### src/rtl/rx_codeword_framer.sv
// Collects a serial stream of soft symbols into CW_LEN-symbol codewords.
// Two ping-pong banks feed the decoder through a valid/ready handshake.
module rx_codeword_framer #(
    parameter int DATA_WIDTH = 4,
    parameter int CW_LEN     = 20
) (
    input  logic                         clk,
    input  logic                         rst,
    input  logic                         flush,
    input  logic [DATA_WIDTH-1:0]        rx_symbols,
    input  logic                         rx_symbols_valid,
    input  logic [3:0]                   code_length,
    output logic [CW_LEN*DATA_WIDTH-1:0] cw_symbols,
    output logic [3:0]                   cw_code_length,
    output logic                         cw_valid,
    input  logic                         cw_ready,
    output logic                         overflow,
    output logic [7:0]                   drop_cnt
);

    localparam int POS_W = $clog2(CW_LEN);
    localparam int CW_W  = CW_LEN * DATA_WIDTH;

    typedef enum logic [1:0] {
        WR_IDLE,
        WR_FILL,
        WR_DROP
    } wr_state_t;

    wr_state_t        wr_state_reg;
    logic [POS_W-1:0] wr_pos_reg;
    logic             wr_bank_reg;
    logic             rd_bank_reg;
    logic             overflow_reg;
    logic [7:0]       drop_cnt_reg;

    logic [1:0]       full_vec;
    logic [CW_W-1:0]  bank_data [2];
    logic [3:0]       bank_len  [2];

    logic             xfer;
    logic             tgt_busy;
    logic             wr_last;
    logic             sym_we;
    logic [3:0]       len_clamped;
    logic [1:0]       full_set;
    logic [1:0]       full_clr;

    // A release of the bank being targeted frees it in the same cycle.
    always_comb begin
        xfer        = full_vec[rd_bank_reg] & cw_ready;
        tgt_busy    = full_vec[wr_bank_reg] & ~(xfer & (rd_bank_reg == wr_bank_reg));
        wr_last     = (wr_pos_reg == POS_W'(CW_LEN - 1));
        sym_we      = rx_symbols_valid & ~flush &
                      (((wr_state_reg == WR_IDLE) & ~tgt_busy) | (wr_state_reg == WR_FILL));
        len_clamped = code_length;
        if (code_length > 4'd13)
            len_clamped = 4'd13;
        else if (code_length == 4'd0)
            len_clamped = 4'd1;
        full_set = '0;
        full_clr = '0;
        full_set[wr_bank_reg] = sym_we & (wr_state_reg == WR_FILL) & wr_last;
        full_clr[rd_bank_reg] = xfer;
    end

    generate
        for (genvar gi = 0; gi < 2; gi++) begin : bank_g
            logic [CW_W-1:0] data_reg;
            logic [3:0]      len_reg;
            logic            full_reg;
            logic            sel;

            assign sel = sym_we & (wr_bank_reg == 1'(gi));

            always_ff @(posedge clk or negedge rst) begin
                if (!rst) begin
                    data_reg <= '0;
                    len_reg  <= '0;
                    full_reg <= 1'b0;
                end else if (flush) begin
                    full_reg <= 1'b0;
                end else begin
                    if (full_clr[gi])
                        full_reg <= 1'b0;
                    if (full_set[gi])
                        full_reg <= 1'b1;
                    if (sel)
                        data_reg[wr_pos_reg*DATA_WIDTH +: DATA_WIDTH] <= rx_symbols;
                    if (sel && wr_state_reg == WR_IDLE)
                        len_reg <= len_clamped;
                end
            end

            assign full_vec[gi]  = full_reg;
            assign bank_data[gi] = data_reg;
            assign bank_len[gi]  = len_reg;
        end
    endgenerate

    always_ff @(posedge clk or negedge rst) begin
        if (!rst) begin
            wr_state_reg <= WR_IDLE;
            wr_pos_reg   <= '0;
            wr_bank_reg  <= 1'b0;
            rd_bank_reg  <= 1'b0;
            overflow_reg <= 1'b0;
            drop_cnt_reg <= '0;
        end else if (flush) begin
            wr_state_reg <= WR_IDLE;
            wr_pos_reg   <= '0;
            wr_bank_reg  <= 1'b0;
            rd_bank_reg  <= 1'b0;
            overflow_reg <= 1'b0;
        end else begin
            if (xfer)
                rd_bank_reg <= ~rd_bank_reg;
            if (rx_symbols_valid) begin
                case (wr_state_reg)
                    WR_IDLE: begin
                        wr_pos_reg <= POS_W'(1);
                        if (tgt_busy) begin
                            wr_state_reg <= WR_DROP;
                            overflow_reg <= 1'b1;
                            if (drop_cnt_reg != 8'd255)
                                drop_cnt_reg <= drop_cnt_reg + 8'd1;
                        end else begin
                            wr_state_reg <= WR_FILL;
                        end
                    end
                    WR_FILL: begin
                        if (wr_last) begin
                            wr_pos_reg   <= '0;
                            wr_bank_reg  <= ~wr_bank_reg;
                            wr_state_reg <= WR_IDLE;
                        end else begin
                            wr_pos_reg <= wr_pos_reg + 1'b1;
                        end
                    end
                    WR_DROP: begin
                        // Dropped codewords leave wr_bank where it was.
                        if (wr_last) begin
                            wr_pos_reg   <= '0;
                            wr_state_reg <= WR_IDLE;
                        end else begin
                            wr_pos_reg <= wr_pos_reg + 1'b1;
                        end
                    end
                    default: begin
                        wr_pos_reg   <= '0;
                        wr_state_reg <= WR_IDLE;
                    end
                endcase
            end
        end
    end

    assign cw_valid       = full_vec[rd_bank_reg];
    assign cw_symbols     = bank_data[rd_bank_reg];
    assign cw_code_length = bank_len[rd_bank_reg];
    assign overflow       = overflow_reg;
    assign drop_cnt       = drop_cnt_reg;

endmodule
### config.mk
export PLATFORM = sky130hd
export DESIGN_NAME = rx_codeword_framer
export DESIGN_NICKNAME = d
export VERILOG_FILES = /design/src/rtl/rx_codeword_framer.sv
export SDC_FILE = /design/constraint.sdc
export NUM_CORES = 1
export LEC_CHECK = 0
export CAP_MARGIN = 20
export CORE_MARGIN = 10
export CORE_UTILIZATION = 45
export DETAILED_ROUTE_END_ITERATION = 8
export PLACE_DENSITY = 0.72
export SLEW_MARGIN = 40
export SYNTH_ARGS = -nofsm -noshare
export SYNTH_HDL_FRONTEND = slang
export SYNTH_SLANG_ARGS = --single-unit
### constraint.sdc
create_clock -name clk -period 8.3 [get_ports clk]
set_input_delay 1.66 -clock clk [delete_from_list [all_inputs] [get_ports clk]]
set_output_delay 1.66 -clock clk [all_outputs]
set_load 0.02 [all_outputs]
==> impl_metrics.csv, run 1 <==
group,metric,value,unit
outcome,status,"completed",
setup_path,critPathCaptureType,"output port",
sta,period_share,0.524,
global_route,first_global_vias,6129,
sta,drv_slew,0,
synth,synth_top_area_frac,0.526,
clock_tree,cts.sink_count,188,
synth,synth_top_flop_cell,"dfrtp_1",
route,routed_wl,20.8,mm
power_and_ir_drop,powerDensity,179,nW/um2
layout,design_area,10900,um2
global_route,antenna_found_initial,1,
setup_path,critPathBufInv,2,
synth,syn_avg_cell_area,13.3,um2
clock_tree,cts_tree,"done",
synth,ys_seq_elements,188,
clock_tree,cts_max_path_buffers,2,
sta,fin_skew,12.8,ps
floorplan,die-height,161,um
floorplan,row_count,51,
layout,layout_commonest_cell,"mux2_2",
route,first_pass_iters,4,
global_route,grt-ovfl-total,0,
layout,fin_util,0.557,
route,num_vias,5646,
synth,synthesis.area,8940,um2
global_route,grt_max_degree,116,
setup_path,setup.worst_path.start,"rd_bank_reg",
worst_hold_path,hold_path.class,"reg2reg",
layout,nets,783,
synth,yosysSeqAreaShare,0.526,
sta,fin_tns_setup,0,ps
sta,slew_headroom,0.404,
clock_tree,numCtsBuffers,17,
synth,async_reset_ff_frac,1.00,
synth,synth.top_cells.by_area,"dfrtp_1, mux2_2, mux2_1",
place,dpl_cell_area,10200,um2
setup_path,cpPeakStageDelay,620,ps
synth,synth_top_family_by_area,"multiplexers",
clock_tree,clk_pin_slew,70,ps
route,drc,0,
clock_tree,hold_buffers,0,
clock_tree,post_cts_buffers,0,
synth,netlist-cell-type-count,55,
setup_path,r2r_end,"bank_g[0].data_reg[48]",
clock_tree,clk_latency,430,ps
sta,setup_violations,0,
place,numPortBuffers,106,
route,wl_per_cell,20.1,um
job,max-cap-violations,0,
layout,filler_cell_count,1608,
setup_path,required,6640,ps
synth,synth_cells,671,
place,gp_congestion,0.786,
global_route,globalRouteTotalUtil,0.161,
layout,layout_common_cells,"mux2_2, dfrtp_1, clkdlybuf4s50_1",
setup_path,crit_slowest_cell,"dfrtp_4",
setup_path,rr_worst_depth,8,
synth,synthMuxAreaShare,0.305,
synth,syn_nets,691,
floorplan,die_x,161,um
clock_tree,cts_resized,0,
sta,period_needed,4350,ps
layout,drive_above_1_share,0.360,
clock_tree,htreeDepth,4,
setup_path,cp.arrival,2690,ps
synth,synthXorXnorAreaFrac,0.0109,
setup_path,path_max_fanout,67,
setup_path,endpoint,"cw_symbols[51]",
sta,finalHoldViolCount,0,
setup_path,crit_type,"reg2out",
setup_path,path_depth,3,
synth,synth_warnings,0,
setup_path,start_kind,"register",
floorplan,io_pins,107,
setup_path,cp_top_family,"buffers and inverters",
place,hpwl,14.3,mm
setup_path,worstPathCellList,"buf_6 -> mux2_2 -> clkdlybuf4s50_1",
layout,area_growth,21.6,%
sta,rsz0062_at_grt,"no",
route,ant_nets,0,
floorplan,initial_core_util,0.458,
floorplan,dieArea,25900,um2
clock_tree,cts_root_buf,"clkbuf_16",
synth,synth_compound_area_frac,0.0389,
sta,worst_pin_slew,885,ps
power_and_ir_drop,leakagePower,5.07,nW
synth,synthAdderAreaFrac,0.00980,
floorplan,core_area,19500,um2
setup_path,r2r_slack,4590,ps
route,first_iter_violations,282,
synth,synth.largest_area_cell,"dfrtp_1",
route,via_per_inst,5.43,
sta,max_freq,230,MHz
synth,synth_enable_flop_cells,0,
power_and_ir_drop,ir_drop,0.000148,V
setup_path,rr_startpoint,"wr_pos_reg[0]",
global_route,grt_pass1_wl,33.5,mm
synth,yosys.area_share.simple,0.0864,
worst_hold_path,hold_path_depth,1,
layout,largest_register_ffs,160,
per-stage QoR:
stage,hold WS (ps),setup slack (ps),total power (W),std cells
final,485,3950,0.00194,1039
after global placement,458,3870,0.00112,1008
after floorplan,444,4980,0.00105,671
after detailed placement,467,3740,0.00113,1008
after global routing,505,3870,0.00201,1039
after CTS,488,3930,0.00196,1037
routing by layer:
layer  global-route usage  up-vias  routed length, um  share of wire
met2                0.274      103              10600           0.51
met4               0.0554        0                322          0.015
li1                     -     2595                  -              -
met1                0.198     2930               9140           0.44
met3               0.0360       18                814          0.039
met5                    0        -                  0              0
where the power goes:
group | internal, W | switching (W)
logic | 0.0000644 | 0.000110
registers | 0.000930 | 0.00000910
clock network | 0.000487 | 0.000344
synth_stat cells (5+ instances only):
master    count
nand3_1      12
nand2b_1      5
a21oi_1       6
inv_1         9
mux2_2      212
mux2_1       30
nor2_1       12
nor2b_1      12
nand2_1      39
buf_2        10
o21ai_0      18
ha_1          7
nand3_2       5
dfrtp_1     188
clkbuf_1     25
nand4_1       7
and3_1        8
xnor2_1       7
worst min path at each step:
stage / startpoint / endpoint
CTS: bank_g[0].data_reg[74] / bank_g[0].data_reg[74]
finish: bank_g[0].data_reg[41] / bank_g[0].data_reg[41]
global route: bank_g[0].data_reg[30] / bank_g[0].data_reg[30]
global placement: bank_g[1].data_reg[73] / bank_g[1].data_reg[73]
detailed placement: bank_g[0].data_reg[74] / bank_g[0].data_reg[74]
floorplan: bank_g[1].data_reg[0] / bank_g[1].data_reg[0]
area by class of cell:
cell class | count | area, um2 | area share
flip-flops and latches | 188 | 4710 | 0.433
multi-input cells | 434 | 4060 | 0.373
repair buffers | 113 | 1150 | 0.105
clock buffers | 20 | 457 | 0.0420
well taps | 265 | 332 | 0.0305
clock inverters | 9 | 139 | 0.0128
inverters | 9 | 33.8 | 0.00311
diodes | 1 | 2.50 | 0.000230
cell families (layout without fill, tap and decap cells):
family,after synthesis,count (layout)
buf+inv,49,151
other cells,0,1
xor+xnor,9,9
flops,188,188
mux,242,242
simple gates,128,128
fa+ha+maj,7,7
compound gates,48,48
No activity file was read; power rests on OpenSTA's default activity.
==> run 2, diff against run 1 <==
clock period = 4.4 ns   (was 8.3 ns; I/O delays follow)
==> run 2 against run 1 <==
Die area is the same. Core utilization about the same. Sequential share of layout area hardly changed. Non-clock buffer count is 2 higher. Global-route usage up 0.13 points. Setup slack worse by 3300 ps. Total power rose by 84%. Via count is 0.16% higher. Critical path type is now reg2reg. Critical endpoint is now bank_g[0].data_reg[50]. Largest cell class unchanged.
==> impl_metrics.csv, run 2 (same netlist as run 1, synthesis figures left out) <==
group,metric,value,unit
place,gp_congestion,0.777,
setup_path,start_kind,"register",
setup_path,worstPathCellList,"inv_1 -> ha_1 -> nor3b_1 -> ha_1 -> a211oi_1 -> o211a_2 -> nor3b_2 -> mux2_2",
clock_tree,cts.sink_count,188,
route,drc,0,
place,hpwl,14.6,mm
sta,drv_slew,0,
power_and_ir_drop,ir_drop,0.000295,V
clock_tree,hold_buffers,0,
setup_path,cp_common_cell,"ha_1",
sta,finalHoldViolCount,0,
floorplan,row_count,51,
global_route,globalRouteTotalUtil,0.163,
job,max-cap-violations,0,
route,wl_per_cell,20.3,um
clock_tree,clk_pin_slew,70,ps
layout,area_growth,21.6,%
layout,layout_commonest_cell,"mux2_2",
route,first_pass_iters,5,
setup_path,critPathCaptureType,"register",
clock_tree,cts_max_path_buffers,2,
layout,filler_cell_count,1601,
route,first_iter_violations,248,
clock_tree,cts_root_buf,"clkbuf_16",
floorplan,dieArea,25900,um2
clock_tree,numCtsBuffers,17,
clock_tree,cts_resized,0,
layout,drive_above_1_share,0.362,
floorplan,io_pins,107,
setup_path,cpPeakStageDelay,660,ps
power_and_ir_drop,power.total,0.00358,W
sta,fin_skew,8.73,ps
sta,worst_hold_slack,299,ps
outcome,status,"completed",
place,numPortBuffers,106,
floorplan,die_x,161,um
route,num_vias,5655,
clock_tree,clk_latency,430,ps
global_route,grt_max_degree,102,
sta,slew_headroom,0.473,
setup_path,critPathBufInv,1,
sta,fin_tns_setup,0,ps
layout,nets,785,
setup_path,cp_top_family,"compound AO/OA/AOI/OAI gates",
global_route,first_global_vias,6133,
layout,largest_register_ffs,160,
floorplan,initial_core_util,0.458,
floorplan,core_area,19500,um2
sta,worst_pin_slew,788,ps
clock_tree,htreeDepth,4,
floorplan,die-height,161,um
global_route,grt-ovfl-total,0,
setup_path,crit_type,"reg2reg",
sta,rsz0062_at_grt,"no",
sta,setup_violations,0,
global_route,antenna_found_initial,1,
sta,period_share,0.845,
route,routed_wl,21.2,mm
worst_hold_path,hold_path.class,"in2async",
setup_path,cp.arrival,4030,ps
sta,period_needed,3720,ps
setup_path,required,4720,ps
global_route,grt_pass1_wl,33.7,mm
route,ant_nets,0,
clock_tree,cts_tree,"done",
route,via_per_inst,5.42,
setup_path,crit_slowest_cell,"o211a_2",
layout,layout_common_cells,"mux2_2, dfrtp_1, clkdlybuf4s50_1",
clock_tree,post_cts_buffers,0,
power_and_ir_drop,powerDensity,330,nW/um2
sta,max_freq,269,MHz
setup_path,path_max_fanout,16,
power_and_ir_drop,leakagePower,5.08,nW
run 2: cell count changes in the layout (fill, tap and decap cells not counted), moves of 2 or more:
cell,delta
inv_6,+2
buf_12,+2
bufinv_16,-2
buf_4,+2
buf_6,-2
clkinv_2,+4
run 2: final cells by class:
class,count,area [um2],area share
flip-flops and latches,188,4710,0.433
multi-input cells,434,4050,0.373
repair buffers,115,1180,0.108
clock buffers,19,443,0.0408
well taps,265,332,0.0305
clock inverters,13,118,0.0108
inverters,9,33.8,0.00311
diodes,1,2.50,0.000230
run 2: worst register-to-register path: stages, from the launching register on:
cell      delay (ps)
dfrtp_1          600
inv_1            170
ha_1             370
nor3b_1          200
ha_1             250
a211oi_1         520
o211a_2          660
nor3b_2          440
mux2_2           390
run 2: where the power goes:
part / switching [W] / internal (W) / total, W
logic: 0.000212 / 0.000125 / 0.000337
clock network: 0.000677 / 0.000799 / 0.00148
registers: 0.0000169 / 0.00175 / 0.00177
total: 0.000906 / 0.00268 / 0.00358
run 2: final timing paths:
kind                                              from                     end  slack, ps  depth (start not counted)
worst min register to register  bank_g[0].data_reg[60]  bank_g[0].data_reg[60]        490                          1
worst min-delay path                               rst  bank_g[1].data_reg[59]        300                          1
min in group clk                bank_g[0].data_reg[60]  bank_g[0].data_reg[60]        490                          1
worst max-delay path                     wr_pos_reg[0]  bank_g[0].data_reg[50]        680                          8
max in group asynchronous                          rst             wr_bank_reg       2950                          3
worst max register to register           wr_pos_reg[0]  bank_g[0].data_reg[50]        680                          8
run 2: layer usage:
| layer | vias to the layer above | GRT usage | part of all wire |
|---|---|---|---|
| met5 | - | 0 | 0 |
| met4 | 0 | 0.0558 | 0.014 |
| met3 | 20 | 0.0345 | 0.044 |
| met2 | 114 | 0.280 | 0.52 |
| met1 | 2923 | 0.198 | 0.42 |
| li1 | 2598 | - | - |
run 2: stage by stage:
stage          utilization  instance area [um2]  setup WS (ps)  std cells
2_1_floorplan            -                 8940           1660        671
3_3_place_gp         0.526                10300            741       1010
3_5_place_dp         0.526                10300            590       1010
4_1_cts              0.554                10800            786       1042
5_1_grt              0.557                10900            486       1044
6_report             0.557                10900            682       1044
==> run 3, diff against run 2 <==
clock period = 3.8 ns   (was 4.4 ns; I/O delays follow)
==> run 3 against run 2 <==
Wire length fell by 2.0%. Die area did not move. Sequential share of layout area fell by 0.075 points. Combinational power rose by 15%. Final area rose by 0.17%. Critical path type unchanged. Count of clock-buffer cells in the layout rose by 5. Cell count rose by 0.19%. Total power rose by 17%.
==> impl_metrics.csv, run 3 (same netlist as run 1, synthesis figures left out) <==
group,metric,value,unit
clock_tree,cts.sink_count,188,
global_route,grt-ovfl-total,0,
place,dp_slack,355,ps
floorplan,row_count,51,
worst_hold_path,hold_path.class,"in2async",
clock_tree,post_cts_buffers,0,
clock_tree,cts_resized,0,
layout,layout_commonest_cell,"mux2_2",
setup_path,cp_common_cell,"ha_1",
layout,nets,788,
place,hpwl,14.5,mm
sta,slew_headroom,0.445,
sta,fin_skew,9.16,ps
power_and_ir_drop,powerDensity,384,nW/um2
sta,drv_slew,0,
power_and_ir_drop,ir_drop,0.000354,V
clock_tree,cts_tree,"done",
floorplan,die_x,161,um
power_and_ir_drop,power_frac_comb,0.093,
floorplan,core_area,19500,um2
layout,design_area,10900,um2
route,num_vias,5666,
place,dp_cells,1014,
sta,rsz0062_at_grt,"no",
sta,max_freq,294,MHz
global_route,globalRouteTotalUtil,0.162,
layout,fin_util,0.558,
setup_path,critPathCaptureType,"register",
power_and_ir_drop,p_switching,0.00101,W
setup_path,crit_slowest_cell,"a211oi_1",
sta,fin_tns_setup,0,ps
setup_path,worstPathCellList,"inv_1 -> ha_1 -> nor3b_1 -> ha_1 -> a211oi_1 -> o211a_2 -> nor4b_4 -> mux2_1",
layout,area_growth,21.8,%
setup_path,cp.arrival,3700,ps
outcome,status,"completed",
setup_path,cpPeakStageDelay,550,ps
global_route,grt_pass1_wl,33.9,mm
clock_tree,cts_root_buf,"clkbuf_16",
power_and_ir_drop,pwr-share-seq,0.490,
setup_path,required,4100,ps
clock_tree,hold_buffers,0,
layout,layout_common_cells,"mux2_2, dfrtp_1, clkdlybuf4s50_1",
sta,finalHoldViolCount,0,
power_and_ir_drop,clkPwrFrac,0.417,
sta,period_share,0.896,
setup_path,path_max_fanout,12,
layout,filler_cell_count,1589,
place,gp_congestion,0.781,
power_and_ir_drop,leakagePower,5.10,nW
route,wl_per_cell,19.8,um
route,drc,0,
route,via_per_inst,5.42,
sta,setup_violations,0,
floorplan,dieArea,25900,um2
setup_path,start_kind,"register",
clock_tree,cts_max_path_buffers,2,
sta,worst_pin_slew,825,ps
route,first_pass_iters,4,
power_and_ir_drop,internal-power,0.00317,W
job,max-cap-violations,0,
sta,period_needed,3400,ps
setup_path,crit_type,"reg2reg",
global_route,grt_max_degree,79,
clock_tree,numCtsBuffers,17,
layout,drive_above_1_share,0.364,
layout,largest_register_ffs,160,
layout,n_antenna_cell,0,
clock_tree,clk_latency,430,ps
place,dpl_cell_area,10300,um2
clock_tree,clk_pin_slew,70,ps
power_and_ir_drop,switching_share,0.241,
global_route,antenna_found_initial,0,
layout,instances_no_fill,1046,
sta,worst_slack,395,ps
floorplan,initial_core_util,0.458,
route,ant_nets,0,
route,first_iter_violations,269,
floorplan,die-height,161,um
floorplan,io_pins,107,
place,numPortBuffers,106,
global_route,first_global_vias,6286,
clock_tree,htreeDepth,4,
route,routed_wl,20.7,mm
-- run 3: cell types whose count changed in the layout (fill, tap and decap cells not counted), sizes merged --
cell and delta:
buf +3, clkbuf +5, clkinv -1, clkinvlp -2
diode -1, inv -2
-- run 3: critical path, delay by kind of cell (launching register included) --
family | cells | cell delay [ps]
AOI/OAI and AO/OA | 2 | 1090
and+or+nand+nor | 2 | 600
adders and majority gates | 2 | 580
DFF | 1 | 520
muxes | 1 | 380
buffers and inverters | 1 | 100
-- run 3: layout make-up --
type                    instances  area, um2  area share
flip-flops and latches        188       4710       0.432
multi-input cells             434       4050       0.372
repair buffers                118       1180       0.108
clock buffers                  24        502      0.0461
well taps                     265        332      0.0305
clock inverters                 8       81.3     0.00747
inverters                       9       33.8     0.00310
-- run 3: path summary, 6_finish.rpt --
kind / slack (ps) / to / cells after the start / start
setup reg to reg: 400 / bank_g[0].data_reg[41] / 8 / wr_pos_reg[1]
hold / removal: 310 / bank_g[0].data_reg[60] / 1 / rst
hold reg to reg: 480 / bank_g[1].data_reg[73] / 2 / bank_g[1].data_reg[73]
setup / recovery: 400 / bank_g[0].data_reg[41] / 8 / wr_pos_reg[1]
min in group clk: 480 / bank_g[1].data_reg[73] / 2 / bank_g[1].data_reg[73]
max in group asynchronous: 2460 / bank_g[1].data_reg[44] / 2 / rst
-- run 3: power by group through the flow --
stage	combinational, W	sequential (W)	clock [W]
floorplan	0.000206	0.00208	0
global route	0.000421	0.00205	0.00185
finish	0.000388	0.00205	0.00174
global placement	0.000384	0.00208	0
CTS	0.000394	0.00205	0.00177
detailed placement	0.000393	0.00209	0
-- run 3: routing by layer --
layer / vias up / track usage / part of all wire
met4: 0 / 0.0480 / 0.014
met2: 82 / 0.282 / 0.51
met1: 2962 / 0.196 / 0.44
li1: 2604 / - / -
met3: 18 / 0.0368 / 0.037
met5: - / 0 / 0
-- run 3: metrics by stage --
step	power [W]	hold slack (ps)
after floorplan	0.00229	444
after global placement	0.00247	457
after detailed placement	0.00248	467
after CTS	0.00422	334
after global routing	0.00432	361
final	0.00418	314
